==> src/rtl/sig_pkg.sv <==
// Shared types and constants for the result-signature monitor.
package sig_pkg;

    typedef enum logic [1:0] {
        S_IDLE   = 2'd0,
        S_WARMUP = 2'd1,
        S_ACCUM  = 2'd2,
        S_DONE   = 2'd3
    } sig_state_e;

    localparam logic [63:0] DEF_POLY = 64'h000000000000001B;

endpackage

==> src/rtl/misr_step.sv <==
// One step of the multiple-input signature register: shift, polynomial feedback
// from the MSB, then fold in the new result word.
module misr_step #(
    parameter int              W    = 64,
    parameter logic [W-1:0]    POLY = '0
) (
    input  logic [W-1:0] sig_i,
    input  logic [W-1:0] data_i,
    output logic [W-1:0] sig_o
);

    assign sig_o = {sig_i[W-2:0], 1'b0} ^ (sig_i[W-1] ? POLY : '0) ^ data_i;

endmodule

==> src/rtl/result_sig_monitor.sv <==
// Compacts N_SAMPLES datapath result words into a MISR signature after a
// LATENCY-cycle warm-up and compares it against a golden signature.
module result_sig_monitor
    import sig_pkg::*;
#(
    parameter int           W         = 64,
    parameter int           LATENCY   = 8,
    parameter int           N_SAMPLES = 1024,
    parameter logic [W-1:0] POLY      = sig_pkg::DEF_POLY[W-1:0],
    parameter logic [W-1:0] SEED      = '0
) (
    input  logic             clk,
    input  logic             rst_n,
    input  logic             start_i,
    input  logic [W-1:0]     result_i,
    input  logic [W-1:0]     expected_sig_i,
    output logic             busy_o,
    output logic             done_o,
    output logic             pass_o,
    output logic [W-1:0]     sig_o,
    output logic [15:0]      sample_cnt_o,
    output sig_state_e       state_o
);

    // +2 keeps the warm-up counter at least one bit wide when LATENCY is 0.
    localparam int WC_W = $clog2(LATENCY + 2);
    localparam int SC_W = $clog2(N_SAMPLES + 1);

    sig_state_e       state_q, state_d;
    logic [W-1:0]     sig_q, sig_d;
    logic [SC_W-1:0]  cnt_q, cnt_d;
    logic [WC_W-1:0]  wcnt_q, wcnt_d;
    logic             pass_q, pass_d;

    logic [W-1:0]     sig_next;
    logic [SC_W-1:0]  cnt_inc;

    misr_step #(
        .W    (W),
        .POLY (POLY)
    ) u_misr_step (
        .sig_i  (sig_q),
        .data_i (result_i),
        .sig_o  (sig_next)
    );

    assign cnt_inc = cnt_q + SC_W'(1);

    always_comb begin
        state_d = state_q;
        sig_d   = sig_q;
        cnt_d   = cnt_q;
        wcnt_d  = wcnt_q;
        pass_d  = pass_q;
        case (state_q)
            S_IDLE, S_DONE: begin
                if (start_i) begin
                    sig_d   = SEED;
                    cnt_d   = '0;
                    wcnt_d  = '0;
                    pass_d  = 1'b0;
                    state_d = (LATENCY == 0) ? S_ACCUM : S_WARMUP;
                end
            end
            S_WARMUP: begin
                wcnt_d = wcnt_q + WC_W'(1);
                if (wcnt_q == WC_W'(LATENCY - 1)) begin
                    state_d = S_ACCUM;
                end
            end
            S_ACCUM: begin
                sig_d = sig_next;
                cnt_d = cnt_inc;
                // Compare the signature being written so pass_o is valid with done_o.
                if (cnt_inc == SC_W'(N_SAMPLES)) begin
                    state_d = S_DONE;
                    pass_d  = (sig_next == expected_sig_i);
                end
            end
            default: state_d = S_IDLE;
        endcase
    end

    always_ff @(posedge clk or negedge rst_n) begin
        if (!rst_n) begin
            state_q <= S_IDLE;
            sig_q   <= SEED;
            cnt_q   <= '0;
            wcnt_q  <= '0;
            pass_q  <= 1'b0;
        end else begin
            state_q <= state_d;
            sig_q   <= sig_d;
            cnt_q   <= cnt_d;
            wcnt_q  <= wcnt_d;
            pass_q  <= pass_d;
        end
    end

    assign busy_o       = (state_q == S_WARMUP) || (state_q == S_ACCUM);
    assign done_o       = (state_q == S_DONE);
    assign pass_o       = pass_q;
    assign sig_o        = sig_q;
    assign sample_cnt_o = 16'(cnt_q);
    assign state_o      = state_q;

endmodule
==> config.mk <==
export PLATFORM = sky130hd
export DESIGN_NAME = result_sig_monitor
export DESIGN_NICKNAME = d
export VERILOG_FILES = /design/src/rtl/sig_pkg.sv /design/src/rtl/misr_step.sv /design/src/rtl/result_sig_monitor.sv
export SDC_FILE = /design/constraint.sdc
export NUM_CORES = 1
export LEC_CHECK = 0
export CAP_MARGIN = 20
export CORE_ASPECT_RATIO = 0.6
export CORE_MARGIN = 5
export CORE_UTILIZATION = 42
export CTS_CLUSTER_DIAMETER = 150
export DETAILED_ROUTE_END_ITERATION = 16
export PLACE_DENSITY = 0.84
export SETUP_SLACK_MARGIN = 0.15
export SYNTH_ARGS = -nofsm -noshare
export SYNTH_HDL_FRONTEND = slang
export SYNTH_SLANG_ARGS = --single-unit
export TNS_END_PERCENT = 50
==> constraint.sdc <==
create_clock -name clk -period 3.15 [get_ports clk]
set_input_delay 0.63 -clock clk [delete_from_list [all_inputs] [get_ports clk]]
set_output_delay 0.63 -clock clk [all_outputs]
set_load 0.05 [all_outputs]
==> flow_summary.yaml, run 1 <==
route:
  finalWirelength_mm: 16.9
  dr.pass1.iters: 5
  drc_errors: 0
  vias_per_cell: 5.42
  wire_per_inst_um: 19.7
  detailroute.via_count: 4637
  dr.first_iter.drc_count: 369
  drt.antenna.violating_nets: 0
synthesis:
  synth_edf_count: 0
  yosys_warnings: 0
  synthesis.instances: 498
  synth_seq_area_share_pct: 43.5
  yosysTopAreaCell: "dfrtp_1"
  synth_cell_type_count: 51
  syn_avg_cell_area_um2: 9.46
  number_of_synthesized_register_bits: 82
  async_flop_share_pct: 100
  synth.top_cells.by_area: "dfrtp_1 (44%), xnor2_1 (18%), o21ai_0 (8.9%)"
  synth_top_cell_area_share_pct: 43.5
  synthesized_area_um2: 4710
  dominantRegCellSynth: "dfrtp_1"
floorplanning:
  dieHeight_um: 92.0
  initial_utilization_pct: 42.3
  fp.dieW_um: 147
  die-area_um2: 13500
  design.core.area_um2: 11100
  num_rows: 30
  ioPinCount: 216
flow_run:
  cap_violations: 0
timing:
  worst_clock_skew_ns: 0.00974
  final_min_period_over_clock_period_pct: 90.4
  whs_ns: 0.264
  fmax_mhz: 351
  final_period_minus_worst_setup_slack_ns: 2.85
  final-max-slew-violation-count: 0
  max_slew_margin_pct: 58.8
  rsz0062_at_grt: "no"
  timing.final.setup_violations: 0
  worst_slew_pin_slew_ns: 0.616
  timing.final.hold_violations: 0
  total_negative_setup_slack_ns: 0
clock_tree:
  cts-root-to-sink-buffers: 2
  clk_pin_slew_worst_paths_ns: 0.06
  insertion_delay_ns: 0.34
  count_of_buffers_added_by_post_cts_timing_repair_for_setup: 0
  clock_tree.root_cell: "clkbuf_16"
  cts_made_buffers: 9
  cts_hold_buf: 0
  clkSinkCount: 82
  post_cts_resize_count: 0
  tritoncts: "done"
  cts_max_level: 3
critical_path:
  type_of_the_worst_setup_path: "reg -> out"
  cp.arrival_ns: 2.22
  register_to_register_path_setup_slack_ns: 0.66
  critical_path_required_ns: 2.52
  critical_path.cell_chain: "inv_1 > ha_1 > inv_1 > clkdlybuf4s50_1"
  cpLargestDelayFamily: "buffers and inverters"
  regToRegStartpoint: "cnt_q[0]"
  crit_top_cell: "inv_1"
  worst_r2r_path_depth: 7
  cell_count_along_the_critical_path: 4
  critPathSlowestCell: "clkdlybuf4s50_1"
  timing.critical_path.slowest_cell_delay_ns: 0.84
  timing.critical_path.from_type: "flop"
  end_kind: "output pin"
  cp_num_buf_inv: 3
  r2r-end: "pass_o"
  worstPathMaxFanout: 5
final_layout:
  layout.nets: 844
  area_delta_synth_final_pct: 56.1
  drive_gt1_share_pct: 5.06
  antenna_cells: 0
  final_util_pct: 66.0
power:
  vdd_ir_drop_max_uv: 764
  p_per_area_nw_per_um2: 1010
  power.leakage_nw: 2.73
global_routing:
  grt_use_total_pct: 24.9
  grt_pass1_wl_mm: 26.2
  antenna_found_initial: 0
  grt_max_degree: 83
  overflow: 0
  first_global_vias: 4751
status:
  outcome: "complete, no violations"
placed_design:
  port_buffers: 210
  dp_hpwl_mm: 13.4
  weighted_congestion_at_the_end_of_routability_driven_global_placement: 0.868
hold_path:
  holdCritPathClass: "in -> async"
## where the power goes
part	leakage, nW	internal [mW]	total (mW)	switching [mW]
Clock	0.169	0.819	1.25	0.436
Sequential	0.972	1.48	1.96	0.475
Combinational	1.59	1.56	4.20	2.64
## through the flow
stage / cells / worst slack [ns] / power, mW / area (µm²)
detailed placement: 838 / 0.488 / 6.17 / 6970
global route: 855 / 0.218 / 7.77 / 7350
floorplan: 502 / 0.652 / 4.49 / 4730
finish: 855 / 0.302 / 7.41 / 7350
CTS: 854 / 0.284 / 7.45 / 7330
global placement: 838 / 0.582 / 6.10 / 6970
## synthesized netlist by cell type, types with 4 or more instances
master / instances
o21ai_0: 84
a221oi_1: 6
clkbuf_1: 16
buf_4: 6
inv_1: 7
xnor2_1: 95
nor4_1: 9
a21oi_1: 4
dfrtp_1: 82
nor2_1: 10
ha_1: 7
nand2_1: 78
nand3_1: 5
nand4_1: 11
a31oi_1: 5
o2bb2ai_1: 5
o22ai_1: 9
xor2_1: 10
a22o_1: 5
## per-layer routing
layer	GRT usage, %	share of wire, %	vias up	wire length (µm)
li1	-	-	2153	-
met1	32.6	43	2237	7310
met2	39.6	45	214	7680
met3	7.85	9.0	33	1530
met4	7.43	2.2	0	369
met5	0	0	-	0
## layout make-up
cell class / count / area, µm²
sequential: 82 / 2050
multi-input combinational: 386 / 2530
fill: 885 / 3790
timing repair buffer: 220 / 2210
clock inverter: 4 / 97.6
tap: 144 / 180
inverter: 7 / 26.3
clock buffer: 12 / 256
## worst register-to-register path, delay by kind of cell, from the launching register on
kind	cells	cell delay (ns)
flip-flops	1	0.45
AO/OA/AOI/OAI	4	1.21
AND/OR/NAND/NOR	2	0.42
adder cells (fa/ha/maj)	1	0.30
## cells in the final DEF (no fill, tap or decap), types with 3 or more instances in the layout
master / instances
xor2_1: 10
bufinv_16: 3
o21ai_0: 84
dfrtp_1: 82
xnor2_1: 95
conb_1: 5
a21oi_1: 4
buf_4: 9
nand3_1: 5
inv_1: 7
clkdlybuf4s50_1: 209
ha_1: 7
a22o_1: 5
clkbuf_16: 9
a31oi_1: 5
nand4_1: 11
a211oi_1: 3
o2bb2ai_1: 5
nand2_1: 77
a221oi_1: 6
o22ai_1: 9
nor2_1: 10
nor4_1: 9
and4_1: 3
## worst max path at each step
stage                      start     end
floorplan               cnt_q[0]  pass_o
global placement    result_i[29]  pass_o
detailed placement  result_i[58]  pass_o
CTS                   state_o[0]  busy_o
global route          state_o[0]  busy_o
finish                state_o[0]  busy_o
## sequential cells by signal, indices dropped and copies added, names as in the netlist
name and count:
pass_o 1, wcnt_q 4, sig_o 64, state_o 2, cnt_q 11
## kinds of logic (layout without fill, tap and decap cells)
kind of cell	count (synthesis)	after routing	synth area share [%]
compound gates	137	137	18.3
simple gates	130	130	13.0
xor+xnor	105	105	19.5
flops	82	82	43.5
buf+inv	34	243	3.29
fa+ha+maj	7	7	1.86
mux	2	2	0.425
other cells	1	5	0.0796
Power figures use the tool's default switching activity.
==> run 2: changes to the inputs <==
--- a/config.mk
+++ b/config.mk
@@ -7,7 +7,7 @@
 export LEC_CHECK = 0
 export CAP_MARGIN = 20
 export CORE_ASPECT_RATIO = 0.6
-export CORE_MARGIN = 5
+export CORE_MARGIN = 2
 export CORE_UTILIZATION = 42
 export CTS_CLUSTER_DIAMETER = 150
 export DETAILED_ROUTE_END_ITERATION = 16
==> run 2 against run 1 <==
Effect of this change: sequential share of layout area grew 0.24 points; via count grew 0.54%; global-route usage grew 2.9 points; clock power shrank 11%; count of clock-buffer cells in the layout shrank 2; sequential power is essentially flat.
==> flow_summary.yaml, run 2 (synthesis gave the netlist of run 1 again) <==
status:
  outcome: "complete, no violations"
floorplanning:
  die-area_um2: 12100
  ioPinCount: 216
  dieHeight_um: 86.0
  num_rows: 29
  initial_utilization_pct: 43.9
  design.core.area_um2: 10700
  fp.dieW_um: 141
clock_tree:
  post_cts_resize_count: 0
  clkSinkCount: 82
  cts-root-to-sink-buffers: 2
  cts_hold_buf: 0
  count_of_buffers_added_by_post_cts_timing_repair_for_setup: 0
  cts_max_level: 3
  insertion_delay_ns: 0.34
  tritoncts: "done"
  clk_pin_slew_worst_paths_ns: 0.06
  clock_tree.root_cell: "clkbuf_16"
  cts_made_buffers: 9
timing:
  final-max-slew-violation-count: 0
  rsz0062_at_grt: "no"
  max_slew_margin_pct: 56.2
  fmax_mhz: 352
  timing.final.hold_violations: 0
  total_negative_setup_slack_ns: 0
  worst_slew_pin_slew_ns: 0.643
  final_min_period_over_clock_period_pct: 90.1
  final_period_minus_worst_setup_slack_ns: 2.84
  timing.final.setup_violations: 0
  worst_clock_skew_ns: 0.00694
power:
  pwr_total_mw: 7.27
  vdd_ir_drop_max_uv: 679
  p_per_area_nw_per_um2: 997
  power.leakage_nw: 2.71
flow_run:
  cap_violations: 0
global_routing:
  overflow: 0
  antenna_found_initial: 0
  grt_use_total_pct: 27.8
  grt_max_degree: 47
  grt_pass1_wl_mm: 25.9
  first_global_vias: 4692
final_layout:
  finish.cell_count_without_fillers: 850
  most-common-layout-cells: "clkdlybuf4s50_1 (209), xnor2_1 (95), o21ai_0 (84)"
  layout.nets: 845
  area_delta_synth_final_pct: 54.7
  largest_register_ffs: 64
  antenna_cells: 0
  drive_gt1_share_pct: 5.06
  layout.cells.most_common: "clkdlybuf4s50_1"
  post-route-cell-area_um2: 7290
critical_path:
  cpLargestDelayFamily: "buffers and inverters"
  worstPathMaxFanout: 5
  cp_num_buf_inv: 3
  crit_top_cell: "inv_1"
  type_of_the_worst_setup_path: "reg -> out"
  critical_path.cell_chain: "inv_1 > ha_1 > inv_1 > clkdlybuf4s50_1"
  critical_path_required_ns: 2.52
  end_kind: "output pin"
  cp.arrival_ns: 2.21
  critPathSlowestCell: "clkdlybuf4s50_1"
  timing.critical_path.from_type: "flop"
  timing.critical_path.slowest_cell_delay_ns: 0.85
route:
  dr.first_iter.drc_count: 329
  drt.antenna.violating_nets: 0
  detailroute.via_count: 4662
  vias_per_cell: 5.48
  finalWirelength_mm: 16.7
  drc_errors: 0
  dr.pass1.iters: 4
  wire_per_inst_um: 19.6
placed_design:
  dp_hpwl_mm: 13.1
  port_buffers: 210
  weighted_congestion_at_the_end_of_routability_driven_global_placement: 0.944
  numPlacedInstances: 835
  dpl_cell_area_um2: 6980
hold_path:
  holdCritPathClass: "in -> async"
-- run 2: changes by cell type in the layout (fill, tap and decap cells not counted), sizes merged --
cell	delta
clkbuf	-2
buf	+1
bufinv	-1
clkinv	+1
clkinvlp	+1
-- run 2: cell type report --
type	instances	area (µm²)
Sequential cell	82	2050
Timing Repair Buffer	221	2190
Clock buffer	10	229
Multi-Input combinational cell	386	2530
Tap cell	139	174
Inverter	7	26.3
Fill cell	832	3450
Clock inverter	5	80.1
-- run 2: metrics by stage --
step / utilization, % / hold WS, ns / worst slack, ns
after CTS: 67.9 / 0.272 / 0.288
after floorplan: - / 0.334 / 0.652
after detailed placement: 65.0 / 0.513 / 0.443
after global placement: 65.0 / 0.496 / 0.528
after global routing: 67.9 / 0.296 / 0.224
final: 67.9 / 0.263 / 0.311
-- run 2: path summary, 6_finish.rpt --
check,from,endpoint,slack (ns),cells past startpoint
min,rst_n,cnt_q[4],0.26,1
max,state_o[0],busy_o,0.31,4
max reg2reg,cnt_q[0],pass_o,0.58,7
max in group asynchronous,rst_n,sig_o[15],2.24,2
min in group clk,cnt_q[10],cnt_q[10],0.51,1
min reg2reg,cnt_q[10],cnt_q[10],0.51,1
-- run 2: layer usage --
metal	part of all wire, %	track usage, %
met5	0	0
met4	0.85	5.18
met3	7.6	7.26
met2	46	45.2
met1	45	38.2
-- run 2: report_power, final --
part           switching, mW  total [mW]  leakage [nW]  internal (mW)
clock network          0.424        1.11         0.145          0.689
registers              0.484        1.97         0.972           1.48
logic                   2.63        4.19          1.59           1.56
total                   3.54        7.27          2.71           3.73
==> run 3: changes to the inputs <==
--- a/config.mk
+++ b/config.mk
@@ -5,13 +5,13 @@
 export SDC_FILE = /design/constraint.sdc
 export NUM_CORES = 1
 export LEC_CHECK = 0
-export CAP_MARGIN = 20
+export ABC_AREA = 1
 export CORE_ASPECT_RATIO = 0.6
 export CORE_MARGIN = 2
-export CORE_UTILIZATION = 42
+export CORE_UTILIZATION = 45
 export CTS_CLUSTER_DIAMETER = 150
 export DETAILED_ROUTE_END_ITERATION = 16
-export PLACE_DENSITY = 0.84
+export PLACE_DENSITY = 0.85
 export SETUP_SLACK_MARGIN = 0.15
 export SYNTH_ARGS = -nofsm -noshare
 export SYNTH_HDL_FRONTEND = slang
==> run 3 against run 2 <==
Effect of this change: count of clock-buffer cells in the layout unchanged; synthesized cell count is 74% higher; setup slack better by 0.16 ns; combinational power is essentially flat; die area increased by 11%; critical endpoint unchanged; highest routed layer unchanged.
==> flow_summary.yaml, run 3 <==
status:
  outcome: "complete, no violations"
synthesis:
  synth_seq_area_share_pct: 36.5
  async_flop_share_pct: 100
  synth_edf_count: 0
  syn_avg_cell_area_um2: 6.50
  synth.top_cells.by_area: "dfrtp_1 (36%), nand2_1 (23%), inv_1 (10%)"
  yosysTopAreaCell: "dfrtp_1"
  synth_top_cell_area_share_pct: 36.5
  synthesized_area_um2: 5630
  synth_cell_type_count: 24
  number_of_synthesized_register_bits: 82
  dominantRegCellSynth: "dfrtp_1"
  synthesis.instances: 865
  yosys_warnings: 0
  post-synth-top-count-cell: "nand2_1"
  top_cells_by_count_synth: "nand2_1 (344), inv_1 (152), dfrtp_1 (82)"
final_layout:
  largest_register_ffs: 64
  multi_input_comb_area_um2: 2920
  layout.cells.most_common: "nand2_1"
  register_area_um2: 2050
  drive_gt1_share_pct: 2.97
  antenna_cells: 0
  area_delta_synth_final_pct: 46.1
  most-common-layout-cells: "nand2_1 (342), clkdlybuf4s50_1 (209), inv_1 (152)"
  layout.nets: 1213
  fillcell_total: 1057
floorplanning:
  design.core.area_um2: 12100
  fp.dieW_um: 148
  num_rows: 31
  ioPinCount: 216
  die-area_um2: 13400
  initial_utilization_pct: 46.3
  dieHeight_um: 90.6
timing:
  worst_slack_ns: 0.467
  max_slew_margin_pct: 26.7
  worst_clock_skew_ns: 0.00702
  final_period_minus_worst_setup_slack_ns: 2.68
  fmax_mhz: 373
  final_min_period_over_clock_period_pct: 85.2
  timing.final.hold_violations: 0
  worst_slew_pin_slew_ns: 1.10
  final-max-slew-violation-count: 0
  total_negative_setup_slack_ns: 0
  rsz0062_at_grt: "no"
  timing.final.setup_violations: 0
clock_tree:
  cts_hold_buf: 0
  insertion_delay_ns: 0.34
  count_of_buffers_added_by_post_cts_timing_repair_for_setup: 0
  tritoncts: "done"
  cts_max_level: 3
  post_cts_resize_count: 0
  clkSinkCount: 82
  cts-root-to-sink-buffers: 2
  clk_pin_slew_worst_paths_ns: 0.07
  clock_tree.root_cell: "clkbuf_16"
  cts_made_buffers: 9
route:
  finalWirelength_mm: 19.7
  drt.antenna.violating_nets: 0
  drc_errors: 0
  detailroute.via_count: 6260
  vias_per_cell: 5.03
  dr.first_iter.drc_count: 386
  dr.pass1.iters: 5
  wire_per_inst_um: 15.8
global_routing:
  overflow: 0
  grt_pass1_wl_mm: 30.1
  antenna_found_initial: 0
  grt_use_total_pct: 29.1
  first_global_vias: 5806
  grt_max_degree: 83
power:
  pwr_total_mw: 7.06
  power.leakage_nw: 4.14
  p_per_area_nw_per_um2: 859
  vdd_ir_drop_max_uv: 477
critical_path:
  worstPathMaxFanout: 6
  timing.critical_path.slowest_cell_delay_ns: 0.80
  crit_top_cell: "inv_1"
  startpoint: "state_o[0]"
  critical_path.cell_chain: "inv_1 > ha_1 > inv_1 > clkdlybuf4s50_1"
  critPathSlowestCell: "clkdlybuf4s50_1"
  type_of_the_worst_setup_path: "reg -> out"
  end_kind: "output pin"
  regToRegStartpoint: "state_o[0]"
  critical_path_required_ns: 2.52
  timing.critical_path.from_type: "flop"
  cp.arrival_ns: 2.05
placed_design:
  weighted_congestion_at_the_end_of_routability_driven_global_placement: 0.875
  dp_hpwl_mm: 15.7
  pre_cts_setup_slack_ns: 0.806
  port_buffers: 210
flow_run:
  cap_violations: 0
hold_path:
  holdCritPathClass: "in -> async"
run 3: changes by cell type in the layout (fill, tap and decap cells not counted), sizes merged, moves of 6 or more:
| cell | delta |
|---|---|
| nand3 | +53 |
| nand2 | +268 |
| nor2 | +42 |
| nand3b | +34 |
| nor4 | -9 |
| xnor2 | -84 |
| a221oi | -6 |
| o21ai | -59 |
| o22ai | +42 |
| inv | +145 |
| nand4 | -10 |
run 3: final timing paths:
check / endpoint / slack [ns] / cells after the start
setup / recovery: busy_o / 0.47 / 4
min in group clk: wcnt_q[1] / 0.50 / 2
hold / removal: sig_o[2] / 0.48 / 1
hold reg to reg: wcnt_q[1] / 0.50 / 2
setup reg to reg: sig_o[59] / 1.08 / 9
max in group asynchronous: sig_o[26] / 1.94 / 1
run 3: per-layer routing:
layer / share of wire [%] / track usage (%)
met5: 0 / 0
met2: 43 / 43.5
met3: 11 / 8.38
met4: 1.1 / 5.24
met1: 45 / 42.5
run 3: area by class of cell:
type / count / area share (%)
clock inverters: 5 / 0.975
repair buffers: 216 / 26.3
flip-flops and latches: 82 / 25.0
inverters: 152 / 6.94
multi-input cells: 614 / 35.6
well taps: 165 / 2.51
clock buffers: 10 / 2.79
run 3: cells by family after synthesis:
group / count (synthesis) / share of synthesized area (%)
compound gates: 86 / 8.83
buf+inv: 173 / 11.9
fa+ha+maj: 7 / 1.56
other cells: 1 / 0.0667
flops: 82 / 36.5
simple gates: 492 / 37.1
xor+xnor: 24 / 4.00
run 3: worst max-delay path: cells and delay by family, from the launching register on:
kind | cells | cell delay [ns]
flip-flops | 1 | 0.43
adder cells (fa/ha/maj) | 1 | 0.32
buffers and inverters | 3 | 0.96
run 3: power by group:
group          switching, mW  leakage [nW]  internal [mW]
Clock                  0.438         0.145          0.689
Sequential             0.338          1.08           1.40
Combinational           2.81          2.91           1.39
run 3: stage by stage:
stage	utilization, %	hold WS [ns]	std cells	instance area (µm²)
6_report	67.7	0.475	1244	8220
4_1_cts	67.7	0.503	1244	8220
3_5_place_dp	65.1	0.489	1229	7910
5_1_grt	67.7	0.549	1244	8220
3_3_place_gp	65.1	0.489	1229	7910
2_1_floorplan	-	0.334	869	5640
